<file path="src/rtl/vend_pkg.sv">
// Shared drink codes, default prices and FSM state encoding
// for the drink vending controller.
package vend_pkg;

    localparam logic [2:0] DRINK_NONE   = 3'b000;
    localparam logic [2:0] DRINK_TEA    = 3'b001;
    localparam logic [2:0] DRINK_COKE   = 3'b010;
    localparam logic [2:0] DRINK_COFFEE = 3'b011;
    localparam logic [2:0] DRINK_MILK   = 3'b100;

    localparam logic [31:0] DEF_PRICE_TEA    = 32'd10;
    localparam logic [31:0] DEF_PRICE_COKE   = 32'd15;
    localparam logic [31:0] DEF_PRICE_COFFEE = 32'd20;
    localparam logic [31:0] DEF_PRICE_MILK   = 32'd25;

    typedef enum logic [1:0] {
        ST_IDLE,
        ST_CREDIT,
        ST_VEND,
        ST_REFUND
    } state_t;

endpackage

</file>
<file path="src/rtl/drink_vending_fsm_if.sv">
// Panel/dispenser bundle: master = coin/selector panel, slave = controller.
// Ports: coin, drink_choose, cancel (to slave); change, total_coin, avail (from slave; avail only with VEND_AVAIL_EN).
interface drink_vending_fsm_if;

    logic [31:0] coin;
    logic [2:0]  drink_choose;
    logic        cancel;
    logic [31:0] change;
    logic [31:0] total_coin;
`ifdef VEND_AVAIL_EN
    logic [3:0]  avail;

    modport master (
        output coin, drink_choose, cancel,
        input  change, total_coin, avail
    );
    modport slave (
        input  coin, drink_choose, cancel,
        output change, total_coin, avail
    );
`else
    modport master (
        output coin, drink_choose, cancel,
        input  change, total_coin
    );
    modport slave (
        input  coin, drink_choose, cancel,
        output change, total_coin
    );
`endif

endinterface

</file>
<file path="src/rtl/vend_price_lookup.sv">
// Combinational drink code -> {valid, price} lookup.
// Ports: code in [2:0]; valid out; price out [31:0] (0 when invalid).
module vend_price_lookup
    import vend_pkg::*;
#(
    parameter logic [31:0] PRICE_TEA    = DEF_PRICE_TEA,
    parameter logic [31:0] PRICE_COKE   = DEF_PRICE_COKE,
    parameter logic [31:0] PRICE_COFFEE = DEF_PRICE_COFFEE,
    parameter logic [31:0] PRICE_MILK   = DEF_PRICE_MILK
) (
    input  logic [2:0]  code,
    output logic        valid,
    output logic [31:0] price
);

    always_comb begin
        valid = 1'b0;
        price = '0;
        unique case (code)
            DRINK_TEA:    begin valid = 1'b1; price = PRICE_TEA;    end
            DRINK_COKE:   begin valid = 1'b1; price = PRICE_COKE;   end
            DRINK_COFFEE: begin valid = 1'b1; price = PRICE_COFFEE; end
            DRINK_MILK:   begin valid = 1'b1; price = PRICE_MILK;   end
            default:      begin valid = 1'b0; price = '0;           end
        endcase
    end

endmodule

</file>
<file path="src/rtl/drink_vending_fsm.sv">
// Vending controller: accumulates credit, vends on affordable selection, refunds on cancel.
// Ports: clk, reset (async active-low), bus (slave). Optional avail output with VEND_AVAIL_EN.
module drink_vending_fsm
    import vend_pkg::*;
#(
    parameter logic [31:0] PRICE_TEA    = DEF_PRICE_TEA,
    parameter logic [31:0] PRICE_COKE   = DEF_PRICE_COKE,
    parameter logic [31:0] PRICE_COFFEE = DEF_PRICE_COFFEE,
    parameter logic [31:0] PRICE_MILK   = DEF_PRICE_MILK
) (
    input  logic               clk,
    input  logic               reset,
    drink_vending_fsm_if.slave bus
);

    state_t      state_q, state_d;
    logic [31:0] total_q, total_d;
    logic [31:0] change_q, change_d;
    logic [32:0] sum;
    logic [31:0] credit, eff, reject;
    logic        sel_valid;
    logic [31:0] sel_price;

    vend_price_lookup #(
        .PRICE_TEA    (PRICE_TEA),
        .PRICE_COKE   (PRICE_COKE),
        .PRICE_COFFEE (PRICE_COFFEE),
        .PRICE_MILK   (PRICE_MILK)
    ) u_lookup (
        .code  (bus.drink_choose),
        .valid (sel_valid),
        .price (sel_price)
    );

    always_comb begin
        // Only CREDIT holds a nonzero balance; the others start from zero.
        credit = (state_q == ST_CREDIT) ? total_q : '0;
        sum    = {1'b0, credit} + {1'b0, bus.coin};
        eff    = sum[31:0];
        reject = '0;
        // A coin that would wrap the credit bounces straight back out.
        if (sum[32]) begin
            eff    = credit;
            reject = bus.coin;
        end
        state_d  = (eff != '0) ? ST_CREDIT : ST_IDLE;
        total_d  = eff;
        change_d = reject;
        if (bus.cancel) begin
            state_d  = ST_REFUND;
            total_d  = '0;
            change_d = eff + reject;
        end else if (sel_valid && (eff >= sel_price)) begin
            state_d  = ST_VEND;
            total_d  = '0;
            change_d = (eff - sel_price) + reject;
        end
    end

    always_ff @(posedge clk or negedge reset) begin
        if (!reset) begin
            state_q  <= ST_IDLE;
            total_q  <= '0;
            change_q <= '0;
        end else begin
            state_q  <= state_d;
            total_q  <= total_d;
            change_q <= change_d;
        end
    end

    assign bus.total_coin = total_q;
    assign bus.change     = change_q;

`ifdef VEND_AVAIL_EN
    logic [3:0] avail_q, avail_d;

    always_comb begin
        avail_d[0] = (total_d >= PRICE_TEA);
        avail_d[1] = (total_d >= PRICE_COKE);
        avail_d[2] = (total_d >= PRICE_COFFEE);
        avail_d[3] = (total_d >= PRICE_MILK);
    end

    always_ff @(posedge clk or negedge reset) begin
        if (!reset) avail_q <= '0;
        else        avail_q <= avail_d;
    end

    assign bus.avail = avail_q;
`endif

endmodule

</file>
<file path="src/flat_wrapper.sv">
// flat-port wrapper written by rule: the top's interface ports become plain ports
module drink_vending_fsm_flat import vend_pkg::*;
#(
    parameter logic [31:0] PRICE_TEA    = DEF_PRICE_TEA,
    parameter logic [31:0] PRICE_COKE   = DEF_PRICE_COKE,
    parameter logic [31:0] PRICE_COFFEE = DEF_PRICE_COFFEE,
    parameter logic [31:0] PRICE_MILK   = DEF_PRICE_MILK
)
  (clk, reset, bus_coin, bus_drink_choose, bus_cancel, bus_change, bus_total_coin);
  drink_vending_fsm_if bus_i ();
  input  logic clk;
  input  logic reset;
  input wire logic [$bits(bus_i.coin)-1:0] bus_coin;
  input wire logic [$bits(bus_i.drink_choose)-1:0] bus_drink_choose;
  input wire logic [$bits(bus_i.cancel)-1:0] bus_cancel;
  output wire logic [$bits(bus_i.change)-1:0] bus_change;
  output wire logic [$bits(bus_i.total_coin)-1:0] bus_total_coin;
  assign bus_i.coin = bus_coin;
  assign bus_i.drink_choose = bus_drink_choose;
  assign bus_i.cancel = bus_cancel;
  assign bus_change = bus_i.change;
  assign bus_total_coin = bus_i.total_coin;
  drink_vending_fsm #(.PRICE_TEA(PRICE_TEA), .PRICE_COKE(PRICE_COKE), .PRICE_COFFEE(PRICE_COFFEE), .PRICE_MILK(PRICE_MILK)) u_core (.clk(clk), .reset(reset), .bus(bus_i));
endmodule
</file>
<file path="config.mk">
export PLATFORM = sky130hd
export DESIGN_NAME = drink_vending_fsm_flat
export DESIGN_NICKNAME = d
export VERILOG_FILES = /design/src/rtl/vend_pkg.sv /design/src/rtl/drink_vending_fsm_if.sv /design/src/rtl/vend_price_lookup.sv /design/src/rtl/drink_vending_fsm.sv /design/src/flat_wrapper.sv
export SDC_FILE = /design/constraint.sdc
export NUM_CORES = 1
export LEC_CHECK = 0
export CAP_MARGIN = 20
export CORE_ASPECT_RATIO = 0.9
export CORE_MARGIN = 2
export CORE_UTILIZATION = 45
export CTS_CLUSTER_DIAMETER = 150
export DETAILED_ROUTE_END_ITERATION = 8
export PLACE_DENSITY = 0.66
export REMOVE_ABC_BUFFERS = 1
export SKIP_LAST_GASP = 1
export SLEW_MARGIN = 10
export SYNTH_ARGS = -nofsm -noshare
export SYNTH_HDL_FRONTEND = slang
export SYNTH_SLANG_ARGS = --single-unit
</file>
<file path="constraint.sdc">
create_clock -name clk -period 8.65 [get_ports clk]
set_input_delay 0.865 -clock clk [delete_from_list [all_inputs] [get_ports clk]]
set_output_delay 0.865 -clock clk [all_outputs]
set_load 0.01 [all_outputs]
</file>
==> metrics.md <==
| Metric | Value |
|---|---|
| Number of fill cells in the layout | `2,107` |
| Maxcap violations | `0` |
| Largest net degree at the start of global routing | `67` |
| CP startpoint | `bus_coin[11]` |
| Fmax achieved | `0.130 GHz` |
| Peak supply drop | `0.109 mV` |
| PnR worst setup slack | `0.931 ns` |
| Total routed wirelength | `36.1 mm` |
| Nets | `1,595` |
| Finished Layout Cells | `around 1,700` |
| Critical-path cell list | `clkdlybuf4s50_1 -> ha_1 -> nand2_1 -> or4_4 -> a2111oi_4 -> o31ai_2 -> nand2_2 -> buf_4 -> nor2_1 -> a21oi_1 -> inv_1 -> ha_1 -> inv_1 -> nor3_1 -> nand4_1 -> nor4_1 -> o21ai_0 -> a21oi_1 -> a31oi_1 -> o221ai_1 -> xnor2_1 -> nor2_1 -> a31oi_1` |
| Final hold viol count | `0` |
| CP bufs+invs | `4` |
| RSZ-0062 raised after global routing | `no` |
| Clock skew | `0.00750 ns` |
| Largest cells by area after synthesis | `dfrtp_1 (17%), ha_1 (16%), a21oi_1 (5.8%), inv_1 (5.5%), xnor2_1 (5.0%)` |
| Ports | `just over 100` |
| Post-Syn Area | `~10000 um^2` |
| # diodes | `0` |
| Final Cycle Share | `0.892` |
| Tmin final | `a little under 8 ns` |
| CP endpoint kind | `flip-flop` |
| CP startpoint kind | `input pin` |
| Row count | `51` |
| Slew headroom | `0.391` |
| Via count | `10,500` |
| Iter 0 DRT Violations | `1,240` |
| Vias in the first global route | `around 9,800` |
| Wire per inst | `20.9 um` |
| Crit-path max cell delay | `0.59 ns` |
| Yosys top cell by area | `dfrtp_1` |
| Clk pin slew, worst setup/hold paths | `0.06 ns` |
| Port buffer count | `101` |
| Post-synthesis sequential area ratio | `0.166` |
| Clock sink count | `66` |
| Synth-to-Final Area Change | `16.4%` |
| Asr flop ratio synth | `1.00` |
| Static leakage | `~5.4 nW` |
| Routed vias/inst | `6.09` |
| Crit Path Class | `in2reg` |
| Most common cell in the netlist | `inv_1` |
| Worst endpoint required time | `8.92 ns` |
| Max-slew violations | `0` |
| Family with the most delay on the worst path | `compound AO/OA/AOI/OAI gates` |
| Area fraction of the dominant cell type after synthesis | `0.166` |
| Routability Congestion | `0.982` |
| Placed instance count | `approximately 1,700` |
| Final Total Pwr | `0.00169 W` |
| # H-tree levels | `3` |
| Cts hold-fix bufs | `0` |
| Routed Antenna Nets | `0` |
| Core area | `21,700 um^2` |
| DIE WIDTH | `161 um` |
| Clk Latency, worst-skew pair | `0.35 ns` |
| DIE HEIGHT | `about 150 um` |
| Post-Synthesis Cells | `1,348` |
| First-pass GRT wire length | `56.1 mm` |
| First-pass DRT Iterations | `7` |
| Arrival time at the worst endpoint | `7.99 ns` |
| Synth cell count leaders | `inv_1 (146), nand2_1 (126), ha_1 (124)` |
| DR DRC count | `0` |
| DP HPWL | `~28 mm` |
| Reg2reg start | `u_core.state_q[1]$_DFF_PN0_` |
| Post-synth top flop | `dfrtp_1` |
| Areal power density over the cells | `146 nW/um^2` |
| Setup Viol. Count Final | `0` |
| Aggregate negative setup slack | `0 ns` |
| Total grt overflow | `0` |
| Crit-path slowest cell | `ha_1` |
| Run status | `finished, final reports clean` |
| Layout cells sized above 1 | `0.0641` |
| Yosys cell types | `83` |
| Post-CTS Resized | `0` |
| Number of setup buffers added after CTS | `0` |
| Slew @ Worst Pin | `0.913 ns` |
| Worst-path maximum fanout | `32` |
| Full die area | `23,400 um^2` |
| Clock buffer depth | `2` |
| Syn Area/Cell | `about 7.4 um^2` |
| Initial core utilization | `0.460` |
| Initial antenna violation count | `0` |
| Syn. warnings | `0` |
| Hold Slack | `0.634 ns` |
| CTS buffer count | `9` |
| Worst Hold Class | `in2async` |
| GR Util All Layers | `0.306` |
| CTS root buf | `clkbuf_16` |
| Flops & latches, synth | `between 60 and 70` |
| Dpl ws | `0.842 ns` |
| CTS tree | `done` |
| EDFF count, synth | `0` |
-- logic make-up after synthesis --
logic type               synth area share
flip-flops                          0.166
AND/OR/NAND/NOR                     0.222
buffers and inverters              0.0804
AO/OA/AOI/OAI                       0.288
multiplexers                       0.0154
adder cells (fa/ha/maj)             0.162
XOR/XNOR                           0.0668
-- routing by layer --
layer,GRT usage,up-vias,share of wire
li1,-,4999,-
met1,0.465,4954,0.47
met2,0.445,508,0.42
met3,0.0609,45,0.096
met4,0.0612,0,0.017
met5,0,-,0
-- cells in the final DEF (no fill, tap or decap), types with 5 or more instances in the layout --
cell / n
a211oi_1: 16
nor4_1: 9
ha_1: 124
nor3_1: 32
a21oi_1: 116
a21o_1: 18
a211o_1: 6
o41ai_1: 5
o21a_1: 21
o31a_1: 5
o21ai_0: 62
clkdlybuf4s50_1: 99
o221ai_1: 7
nand2b_1: 16
and2_1: 33
and3_1: 13
o21bai_1: 16
o311ai_2: 14
xor2_1: 19
clkbuf_16: 9
nand3_1: 28
nor2_1: 116
o211ai_1: 11
buf_4: 26
inv_1: 146
xnor2_1: 57
o21ai_1: 16
nand2_1: 125
o31ai_1: 8
or3_1: 13
dfrtp_1: 66
nor2b_1: 6
mux2i_1: 12
a31oi_1: 23
nand4_1: 33
-- metrics by stage --
stage / utilization / area [um^2]
2_1_floorplan: - / 9720
3_3_place_gp: 0.520 / 11300
3_5_place_dp: 0.520 / 11300
4_1_cts: 0.535 / 11600
5_1_grt: 0.535 / 11600
6_report: 0.535 / 11600
-- worst paths after layout --
kind / end / slack (ns) / cells past startpoint
max in group asynchronous: u_core.bus.total_coin[26]$_DFF_PN0_ / 7.41 / 1
worst min register to register: u_core.bus.total_coin[5]$_DFF_PN0_ / 0.78 / 4
worst max-delay path: u_core.bus.change[25]$_DFF_PN0_ / 0.93 / 23
worst min-delay path: u_core.bus.change[10]$_DFF_PN0_ / 0.63 / 1
min in group clk: u_core.bus.total_coin[5]$_DFF_PN0_ / 0.78 / 4
worst max register to register: u_core.bus.change[25]$_DFF_PN0_ / 1.07 / 25
-- worst reg2reg max path, delay by kind of cell, from the launching register on --
family          cells  cell delay, ns
simple gates       10            2.71
compound gates      8            2.59
buf+inv             4            0.90
fa+ha+maj           2            0.70
flops               1            0.41
xor+xnor            1            0.15
-- where the power goes --
part,switching (W),internal (W)
combinational,0.000517,0.000384
sequential,0.0000182,0.000352
clock,0.000161,0.000260
-- final cells by class --
| class | instances | area (um^2) | share of cell area |
|---|---|---|---|
| Clock buffer | 11 | 243 | 0.0209 |
| Timing Repair Buffer | 126 | 1190 | 0.103 |
| Inverter | 147 | 552 | 0.0476 |
| Clock inverter | 5 | 77.6 | 0.00669 |
| Tap cell | 291 | 364 | 0.0314 |
| Sequential cell | 66 | 1650 | 0.142 |
| Multi-Input combinational cell | 1080 | 7520 | 0.648 |
-- state kept, by name, summed over array words and instances (netlist names) --
name,count
u_core.bus.change,32
u_core.bus.total_coin,32
u_core.state_q,2
Power figures use the tool's default switching activity.
